===== src/rtl/image_streamer.sv =====
// Image streamer: buffers host pixel words in a FIFO and feeds them to the network
// in FRAME_WORDS-long frames, gated by a weight-load handshake.
module image_streamer #(
  parameter int FRAME_WORDS = 784,
  parameter int FIFO_DEPTH  = 16
) (
  input  logic        clk,
  input  logic        rst,
  input  logic        start_load,
  input  logic        load_weight_done,
  input  logic        s_valid,
  input  logic [31:0] s_data,
  output logic        s_ready,
  output logic        load,
  output logic        input_valid,
  output logic        sof,
  output logic [31:0] d_in,
  output logic        frame_done,
  output logic [15:0] frame_cnt
);
  // state | meaning
  // IDLE  | waiting for start_load; host words are buffered, nothing emitted
  // LOAD  | load=1 until the network reports load_weight_done
  // RUN   | FIFO drains one word per cycle to the network
  typedef enum logic [1:0] {IDLE = 2'd0, LOAD = 2'd1, RUN = 2'd2} state_t;

  localparam int AW = $clog2(FIFO_DEPTH);
  localparam int IW = (FRAME_WORDS > 1) ? $clog2(FRAME_WORDS) : 1;
  localparam logic [IW-1:0] LAST_IDX = IW'(FRAME_WORDS - 1);
  localparam logic [AW:0]   FULL_CNT = (AW+1)'(FIFO_DEPTH);
  localparam logic [AW:0]   CNT_ONE  = (AW+1)'(1);
  localparam logic [AW-1:0] PTR_ONE  = AW'(1);
  localparam logic [IW-1:0] IDX_ONE  = IW'(1);

  state_t        state;
  logic [31:0]   mem [FIFO_DEPTH];
  logic [AW-1:0] wr_ptr;
  logic [AW-1:0] rd_ptr;
  logic [AW:0]   count;
  logic [IW-1:0] word_idx;
  logic          push;
  logic          pop;

  assign s_ready = (count < FULL_CNT);
  assign push    = s_valid && s_ready;
  assign pop     = (state == RUN) && (count != '0);

  // Reload only between frames and only when nothing is being emitted.
  always_ff @(posedge clk or negedge rst) begin
    if (!rst) begin
      state <= IDLE;
      load  <= 1'b0;
    end else begin
      case (state)
        IDLE: if (start_load) begin
          state <= LOAD;
          load  <= 1'b1;
        end
        LOAD: if (load_weight_done) begin
          state <= RUN;
          load  <= 1'b0;
        end
        RUN: if (start_load && (word_idx == '0) && !pop) begin
          state <= LOAD;
          load  <= 1'b1;
        end
        default: begin
          state <= IDLE;
          load  <= 1'b0;
        end
      endcase
    end
  end

  always_ff @(posedge clk) begin
    if (push) mem[wr_ptr] <= s_data;
  end

  always_ff @(posedge clk or negedge rst) begin
    if (!rst) begin
      wr_ptr <= '0;
      rd_ptr <= '0;
      count  <= '0;
    end else begin
      if (push) wr_ptr <= wr_ptr + PTR_ONE;
      if (pop)  rd_ptr <= rd_ptr + PTR_ONE;
      case ({push, pop})
        2'b10:   count <= count + CNT_ONE;
        2'b01:   count <= count - CNT_ONE;
        default: count <= count;
      endcase
    end
  end

  // d_in holds its last value across gaps; sof/frame_done only with a valid word.
  always_ff @(posedge clk or negedge rst) begin
    if (!rst) begin
      input_valid <= 1'b0;
      sof         <= 1'b0;
      frame_done  <= 1'b0;
      d_in        <= '0;
      frame_cnt   <= '0;
      word_idx    <= '0;
    end else begin
      input_valid <= pop;
      sof         <= pop && (word_idx == '0);
      frame_done  <= pop && (word_idx == LAST_IDX);
      if (pop) begin
        d_in <= mem[rd_ptr];
        if (word_idx == LAST_IDX) begin
          word_idx  <= '0;
          frame_cnt <= frame_cnt + 16'd1;
        end else begin
          word_idx <= word_idx + IDX_ONE;
        end
      end
    end
  end

endmodule


===== config.mk =====
export PLATFORM = sky130hd
export DESIGN_NAME = image_streamer
export DESIGN_NICKNAME = d
export VERILOG_FILES = /design/src/rtl/image_streamer.sv
export SDC_FILE = /design/constraint.sdc
export NUM_CORES = 1
export LEC_CHECK = 0
export CORE_MARGIN = 1.5
export CORE_UTILIZATION = 35
export DETAILED_ROUTE_END_ITERATION = 7
export GPL_ROUTABILITY_DRIVEN = 0
export PLACE_DENSITY = 0.57
export SYNTH_ARGS = -nofsm -noshare
export SYNTH_HDL_FRONTEND = slang
export SYNTH_SLANG_ARGS = --single-unit

===== constraint.sdc =====
create_clock -name clk -period 5.37 [get_ports clk]
set_input_delay 1.074 -clock clk [delete_from_list [all_inputs] [get_ports clk]]
set_output_delay 1.074 -clock clk [all_outputs]
set_load 0.1 [all_outputs]

# == Yosys cells after proc, flatten, opt, wreduce, memory -nomap -nowiden ==
# Memory sizes are Yosys's and may differ from the RTL's. A register that Yosys moved wholly into a read port is not among the register bits.
# Index checks and enable logic that the tools add are counted.
# W data, S select, Z words.
# word_totals
word_cells,52
reg_bits,45
input_bits,37
ramBits,512
n_memories,1
output_inout_bits,53
# classes
n_mux,12
order_cmp,1
n_eq_ne,8
addsub,6
n_reduce_logical,14
# mem_list
name,depth,word_bits,read_ports,rd_ports_with_merged_regs,write_ports,line,text
mem,16,32,1,1,1,36,logic [31:0] mem [FIFO_DEPTH];
# op_table
operator,count
$add A16 B1 Y16 const B,1
$add A10 B1 Y10 const B,1
$eq A10 B10 Y1 const B,1
$logic_not A10 Y1,1
$mux W10,1
$pmux W5 S2,1
$add A4 B1 Y4 const B,2
$logic_and A1 B1 Y1,6
$mux W2,3
$pmux W2 S3,1
$add A5 B1 Y5 const B,1
$lt A5 B5 Y1 const B,1
$mux W1,5
$reduce_bool A5 Y1,1
$sub A5 B1 Y5 const B,1
$eq A2 B1 Y1 const B,2
$eq A2 B2 Y1 const B,2
$ne A2 B2 Y1 const B,2
$pmux W1 S3,1
$reduce_and A3 Y1,1
$logic_not A1 Y1,2
$logic_not A2 Y1,1
$ne A2 B1 Y1 const B,1
$reduce_and A2 Y1,1
$reduce_bool A2 Y1,1

# == Logic depth before layout (Yosys ltp) ==
# depth
word_depth,6
depth_mapped,13
depth_no_buf,10

# == Worst setup path after synthesis ==
# Ideal clock, no wire load.
# synth_timing
path_kind,reg-to-reg
start,register state[0]
end,register count[4]
synth_period_minus_slack_ps,3396
arrival_time_ps,3240
n_path_buf,3
required_ps,5214
setup_ps,156
slack_ps,1974
stages_incl_launch_ff,14
cell_sequence,dfrtp_1 nor2b_1 o41ai_2 inv_2 clkbuf_1 clkbuf_1 ha_1 clkbuf_1 xor2_1 ha_1 o211a_1 o31ai_1 a31oi_1 xnor2_1
# synth_between
elab_chain_cells,4
word_cells_on_any_way,6
cone_classes,eq/ne: 3; mux: 1; reduce/logical: 2
# synth_rtl
element,line,text
from (decl),35,state_t state;
from (signal assigned),51,state <= IDLE;
from (signal assigned),56,state <= LOAD;
from (signal assigned),60,state <= RUN;
$eq A2 B2 Y1 *,46,assign pop = (state == RUN) && (count != '0);
$logic_and A1 B1 Y1 *,46,
named net pop,42,logic pop;
$eq A2 B1 Y1 or $eq A2 B2 Y1 (tied branches),87,"case ({push, pop})"
$pmux W5 S2 or $reduce_bool A2 Y1 (tied branches),--,
to (signal assigned),88,2'b10: count <= count + CNT_ONE;
to (signal assigned),89,2'b01: count <= count - CNT_ONE;
to (signal assigned),90,default: count <= count;
to (decl),39,logic [AW:0] count;
# Mark *: on every way through the listed nets, which the timed path passes. The rest lies on a longest branch.
# A chain may end at the register's enable or synchronous reset.

# == Final worst setup path ==
# layout_timing
start,input port s_valid
end,"memory mem[8][12], enable pin"
# layout_between
elab_chain_cells,3
# layout_rtl
element,line,text
from (decl),11,"input logic s_valid,"
$logic_and A1 B1 Y1,45,assign push = s_valid && s_ready;
$mux W1,76,if (push) mem[wr_ptr] <= s_data;
$mux W1 (not written as such),76,
to (decl),36,
# Every way passes these cells.

==> flow_metrics.env <==
export IMPL_ys_async_sr_fraction=0.129
export IMPL_fp_row_count=92
export IMPL_vias=10500
export IMPL_hold_violations=0
export IMPL_finalCritPeriodShare=0.630
export IMPL_die_area_mm2=0.0659
export IMPL_grt_overflow=0
export IMPL_antenna_found_initial=0
export IMPL_wirelength_um=45900
export IMPL_portBuffers=89
export IMPL_setup_viol=0
export IMPL_routedWlPerCell_um=22.2
export IMPL_rsz0062_at_grt="no"
export IMPL_first_iter_violations=782
export IMPL_pwr_share_seq=0.413
export IMPL_hp_class="input port to asynchronous set/reset pin"
export IMPL_cap_violations=0
export IMPL_min_period_ps=3380
export IMPL_grt_pass1_vias=11200
export IMPL_swShare=0.323
export IMPL_crit_required_ps=5600
export IMPL_initial_core_util=0.356
export IMPL_p_sw_w=0.00451
export IMPL_die_y_um=257
export IMPL_cts_setup_buffers=0
export IMPL_clockBufferDepth=3
export IMPL_max_slew_margin=0.276
export IMPL_synth_avg_cell_area_um2=21.2
export IMPL_yosysSeqAreaShare=0.767
export IMPL_dp_hpwl_um=25100
export IMPL_clock_sinks=588
export IMPL_cp_cell_sequence="clkdlybuf4s50_1, nor2b_1, inv_1, nor3b_1, and2_2"
export IMPL_synth_edf_count=512
export IMPL_clockRootBuffer="clkbuf_16"
export IMPL_grt_pass1_wl_um=70200
export IMPL_pwr_share_clk=0.303
export IMPL_combinationalPowerShare=0.284
export IMPL_clkLatencyLatePin_ps=620
export IMPL_cp_slowest_stage_delay_ps=920
export IMPL_crit_type="input port to register"
export IMPL_ant_nets=0
export IMPL_crit_path_start_kind="input port"
export IMPL_syn2layout_area_growth_pct=17.0
export IMPL_p_leak_nw=8.47
export IMPL_htreeDepth=2
export IMPL_slowest_stage="and2_2"
export IMPL_postLayoutCellArea_mm2=0.0263
export IMPL_holdBufCountCts=0
export IMPL_track_usage=0.141
export IMPL_viasPerCell=5.06
export IMPL_max_freq_mhz=296
export IMPL_place_area_mm2=0.0243
export IMPL_core_area_mm2=0.0633
export IMPL_drive_gt1_frac=0.236
export IMPL_critPathCaptureType="register"
export IMPL_syn_area_mm2=0.0225
export IMPL_yosysWarnings=0
export IMPL_nFillCells=5560
export IMPL_diodes=0
export IMPL_finClkSkew_ps=20.3
export IMPL_run_status="complete, no violations"
export IMPL_clk_pin_slew_worst_paths_ps=60
export IMPL_slew_violations=0
export IMPL_synth_seq_cells=588
export IMPL_cts_tree="yes"
export IMPL_synth_flop_cell="edfxtp_1"
export IMPL_power_internal_w=0.00947
export IMPL_drtPass1Iterations=4
export IMPL_peakVddDrop_mv=0.290
export IMPL_io_pins=90
export IMPL_worst_pin_slew_ps=1090
export IMPL_cp_top_family="simple AND/OR/NAND/NOR gates"
export IMPL_fin_setup_tns_ps=0
export IMPL_drt_drc_violations_left=0
export IMPL_syn_nets=1110
export IMPL_worst_path_max_fanout=32
export IMPL_ys_types=44
export IMPL_cts_made_buffers=59
export IMPL_grt_max_degree=74
export IMPL_die_x_um=257
export IMPL_power_density_mw_per_mm2=531
export IMPL_synth_cells=1061
export IMPL_cp_num_buf_inv=2
export IMPL_layout_nets=1218
export IMPL_crit_arrival_ps=3620
export IMPL_cts_resized=0
-- power groups by stage --
stage               sequential (W)  combinational, W  clock, W
floorplan                  0.00652           0.00231         0
global placement           0.00586           0.00401         0
detailed placement         0.00587           0.00404         0
CTS                        0.00579           0.00406   0.00434
global route               0.00583           0.00425   0.00450
finish                     0.00577           0.00397   0.00424
-- layout by cell type, fill, tap and decap left out, drive strengths merged, types with 10 or more instances in the layout --
cell type,netlist,final
nand2,23,23
mux4,128,128
xnor2,25,25
buf,25,13
ha,12,12
and2,17,17
clkinv,0,26
o22ai,65,65
a21oi,35,35
edfxtp,512,512
clkdlybuf4s50,0,88
nand3,10,10
clkbuf,29,75
dfrtp,76,76
mux2,34,34
-- Yosys cell counts, types with 2 or more instances --
cell type	n	area, µm²
nand4_1	8	50.1
ha_1	12	150
xor2_1	7	61.3
buf_1	3	11.3
inv_1	7	26.3
nor2b_1	2	12.5
clkbuf_1	29	109
nand2_1	23	86.3
nand3_1	10	50.1
dfrtp_1	76	1900
mux2_2	34	383
a21oi_1	35	175
o22ai_1	65	407
xnor2_1	25	219
nor2_1	5	18.8
o21ai_0	8	40.0
buf_6	5	56.3
nor4_4	3	63.8
and3_1	3	18.8
buf_4	4	30.0
buf_2	13	65.1
and3_2	2	15.0
mux4_2	128	2880
edfxtp_1	512	15400
nor3_1	4	20.0
and2_1	17	106
mux2i_1	2	20.0
and4_1	3	26.3
-- stage by stage --
step | hold slack, ps | cells | setup WS (ps) | util | total power [W]
5_1_grt | 411 | 2066 | 1650 | 0.416 | 0.0146
3_3_place_gp | 446 | 1954 | 1410 | 0.384 | 0.00987
6_report | 401 | 2066 | 1990 | 0.416 | 0.0140
4_1_cts | 393 | 2066 | 2000 | 0.416 | 0.0142
3_5_place_dp | 455 | 1954 | 1360 | 0.384 | 0.00992
2_1_floorplan | 430 | 1061 | 1970 | - | 0.00884
-- final timing paths --
kind	startpoint	cells past startpoint	to	slack, ps
worst max-delay path	s_valid	5	mem[8][12]	1990
worst min-delay path	rst	1	state[0]	400
worst max register to register	state[0]	8	d_in[7]	2060
worst min register to register	state[1]	1	state[1]	460
max in group asynchronous	rst	2	rd_ptr[3]	3890
min in group clk	state[1]	1	state[1]	460
-- worst register-to-register path: stages (launching register included) --
cell     delay [ps]
dfrtp_1         420
nor2b_1         200
o41ai_2         100
buf_4           200
inv_2           530
buf_4           570
nand2_2         640
o22ai_1         440
a21oi_1          70
-- layer usage --
layer	track usage	up-vias	wire, µm
met2	0.228	228	22200
met3	0.0240	72	1790
met4	0.0356	0	911
li1	-	4613	-
met5	0	-	0
met1	0.199	5538	21000
-- kinds of logic (layout without fill, tap and decap cells) --
logic type	Yosys count	count (layout)	share of synthesized area
DFF	588	588	0.767
muxes	164	164	0.146
AOI/OAI and AO/OA	117	117	0.0313
and+or+nand+nor	86	86	0.0232
buffers and inverters	62	221	0.0134
xor gates and xnor gates	32	32	0.0124
adders and majority gates	12	12	0.00667
-- flip-flops by register name, summed over array words and instances (netlist names) --
signal,cells
count,5
word_idx,10
frame_cnt,16
sof,1
wr_ptr,4
input_valid,1
d_in,32
state,2
mem,512
rd_ptr,4
frame_done,1
-- area by class of cell --
cell class,instances,area (µm²),share of cell area
multi-input cells,411,4970,0.189
repair buffers,101,991,0.0376
inverters,8,30.0,0.00114
clock inverters,37,442,0.0168
clock buffers,75,1570,0.0595
flip-flops and latches,588,17300,0.656
well taps,846,1060,0.0402
(Power assumes the default switching activity.)
==> RTL edit (config.mk and constraints unchanged) <==
One comparison of `word_idx` changes from == to >=.
--- a/src/rtl/image_streamer.sv
+++ b/src/rtl/image_streamer.sv
@@ -106,3 +106,3 @@
       sof         <= pop && (word_idx == '0);
-      frame_done  <= pop && (word_idx == LAST_IDX);
+      frame_done  <= pop && (word_idx >= LAST_IDX);
       if (pop) begin
Behaviour: same outputs for any inputs over 4 cycles, from zero or initial values and one cycle with rst low; that may be too few to reach the edited logic, so the function may still have changed.
==> RTL edit against the original RTL <==
Fmax down 4.7%; combinational power up 1%; register-to-register slack better by 0.29 ns; die area up 0.47%; area after synthesis up 0.47%; critical path depth unchanged; utilization down 0.31 points; power up 1.1%; worst setup slack worse by 0.17 ns; critical endpoint is now mem[9][31]$_DFFE_PP_; cell area up 0.69%; sequential cell count unchanged; wire length up 3.3%; via count up 1.3%; largest cell class unchanged.
==> RTL edit: results (changes against the original RTL) <==
** Outcome
- Result of the run :: complete, no violations

** Synth
- Fraction of synthesized area in multiplexers :: 15.85% (+1.3 points)
- The synthesized net count is 1125 (+1.4%).
- Synth cell types :: 43 (-2.3%)
- The synthesized-area fraction occupied by ao, oa, aoi and oai cells was 2.538% (-0.60 points).
- The commonest cells after synthesis are sky130_fd_sc_hd__edfxtp_1 (512), sky130_fd_sc_hd__mux4_2 (128), sky130_fd_sc_hd__dfrtp_1 (76).
- The mean post-synth cell area was 21.03 µm² (-0.93%).
- In the post-synthesis netlist, the biggest area contributors are sky130_fd_sc_hd__edfxtp_1 (68%), sky130_fd_sc_hd__mux4_2 (13%), sky130_fd_sc_hd__dfrtp_1 (8.4%).
- The share of synthesized area occupied by flip-flops and latches is 76.35% (-0.36 points).
- Area share of xor/xnor cells in the synthesized design :: 1.200% (-0.045 points)
- The arithmetic-cell share of the synthesized area counting full adders, half adders and majority gates came to 0.6635% (-0.0031 points).

** Power and ir drop
- Peak ir drop on the vdd network :: 0.2410 mV (-17%)
- LEAKAGE :: 8.624 nW (+1.9%)

** GRT
- Pin count of the biggest net entering global routing :: 54 (-27%)
- Number of global-route vias before repair :: 11.28k (+1.0%)
- Wire length of the first global-routing pass :: 71990 µm (+2.5%)
- Initial antenna violation count :: 1 (+1)
- Overall routing resource usage :: 14.57% (+0.45 points)

** STA
- The worst-case headroom to the max-slew limit was 22.53% (-5.1 points).
- Worst-case clock skew :: 0.01590 ns (-0.004416 ns)
- The post-route minimum period came to 3.550 ns (+0.1672 ns).

** Placed design
- The number of placed instances with taps included came to 1981 (+1.4%).
- The post-detailed-placement half-perimeter wirelength came to 25800 µm (+2.7%).
- Pre-CTS WS :: 1.248 ns (-0.1172 ns)

** Final layout
- Fraction of final layout cells with drive strength greater than 1 :: 23.65% (+0.042 points)
- Final net count :: 1237 (+1.6%)
- Final cell count without fillers :: 2094 (+1.4%)

** Route
- The first-iteration detailed-routing DRC count was 722 (-7.7%).
- The ratio of routed vias to standard cells is 5.056 (about the same).
- Count of TritonRoute iterations in the first routing pass :: 5 (+1)
- Routed length per placed instance :: 22.67 µm (+1.9%)

** Clock tree
- Root buffer cell :: sky130_fd_sc_hd__clkbuf_16
- The CTS buffer count came to 60 (+1.7%).

** Min path
- Worst min-delay path class :: flop to flop

** Worst setup path
- The endpoint arrival time on the critical path was 3.78 ns (+0.16 ns).
- Slack of the worst reg-to-reg path :: 2.35 ns (+0.29 ns)
==> RTL edit: changes by cell type after synthesis, moves of 4 or more <==
cell                      delta
sky130_fd_sc_hd__mux2i_1    +30
sky130_fd_sc_hd__a22oi_1    +32
sky130_fd_sc_hd__buf_4       -4
sky130_fd_sc_hd__o22ai_1    -64
sky130_fd_sc_hd__nor2_1     +14
sky130_fd_sc_hd__buf_1       +5
sky130_fd_sc_hd__o21ai_0    +33
sky130_fd_sc_hd__buf_6       -5
sky130_fd_sc_hd__inv_1       +4
sky130_fd_sc_hd__nand3_1     -4
sky130_fd_sc_hd__a21oi_1    -31
==> RTL edit: layout make-up <==
| class | count | area [µm²] |
|---|---|---|
| Multi-Input combinational cell | 426 | 5134 |
| Tap cell | 855 | 1070 |
| Clock inverter | 38 | 414.1 |
| Sequential cell | 588 | 17290 |
| Timing Repair Buffer | 100 | 996.0 |
| Clock buffer | 75 | 1578 |
| Fill cell | 5643 | 37710 |
| Inverter | 12 | 45.04 |
==> RTL edit: path summary, 6_finish.rpt <==
check,start,cells after the start,endpoint
max in group asynchronous,rst,2,rd_ptr[0]$_DFFE_PN0P_
max,s_valid,5,mem[9][31]$_DFFE_PP_
min,frame_cnt[15]$_DFFE_PN0P_,1,frame_cnt[15]$_DFFE_PN0P_
min in group asynchronous,rst,1,d_in[20]$_DFFE_PN0P_
min reg2reg,frame_cnt[15]$_DFFE_PN0P_,1,frame_cnt[15]$_DFFE_PN0P_
max reg2reg,count[4]$_DFFE_PN0P_,4,mem[9][31]$_DFFE_PP_
==> RTL edit: layer usage <==
metal / up-vias / GRT usage, % / share of wire (%)
met5: - / 0 / 0.027
met4: 2 / 4.281 / 1.9
met3: 70 / 2.433 / 4.0
met2: 226 / 24.39 / 49
met1: 5642 / 19.57 / 45
li1: 4648 / - / -
==> RTL edit: worst max-delay path, cell delays in order <==
cell,delay [ns]
sky130_fd_sc_hd__clkdlybuf4s50_1,0.45
sky130_fd_sc_hd__nor2b_1,0.61
sky130_fd_sc_hd__inv_1,0.30
sky130_fd_sc_hd__nor3b_1,0.46
sky130_fd_sc_hd__and2_2,0.88
==> RTL edit: cells by family after synthesis <==
| family | count (synthesis) |
|---|---|
| flip-flops | 588 |
| multiplexers | 194 |
| AND/OR/NAND/NOR | 98 |
| AO/OA/AOI/OAI | 91 |
| buffers and inverters | 62 |
| XOR/XNOR | 31 |
| adder cells (fa/ha/maj) | 12 |
==> RTL edit: metrics by stage <==
step	power, mW	instance area (µm²)	hold WS (ns)
global route	14.74	26520	0.5041
floorplan	8.883	22630	0.4657
detailed placement	10.09	24530	0.4797
CTS	14.32	26520	0.4897
finish	14.12	26520	0.4790
global placement	10.03	24530	0.4584
==> RTL edit: power by group <==
part	switching, mW	internal (mW)
registers	0.496	5.41
clock network	1.74	2.47
logic	2.34	1.67
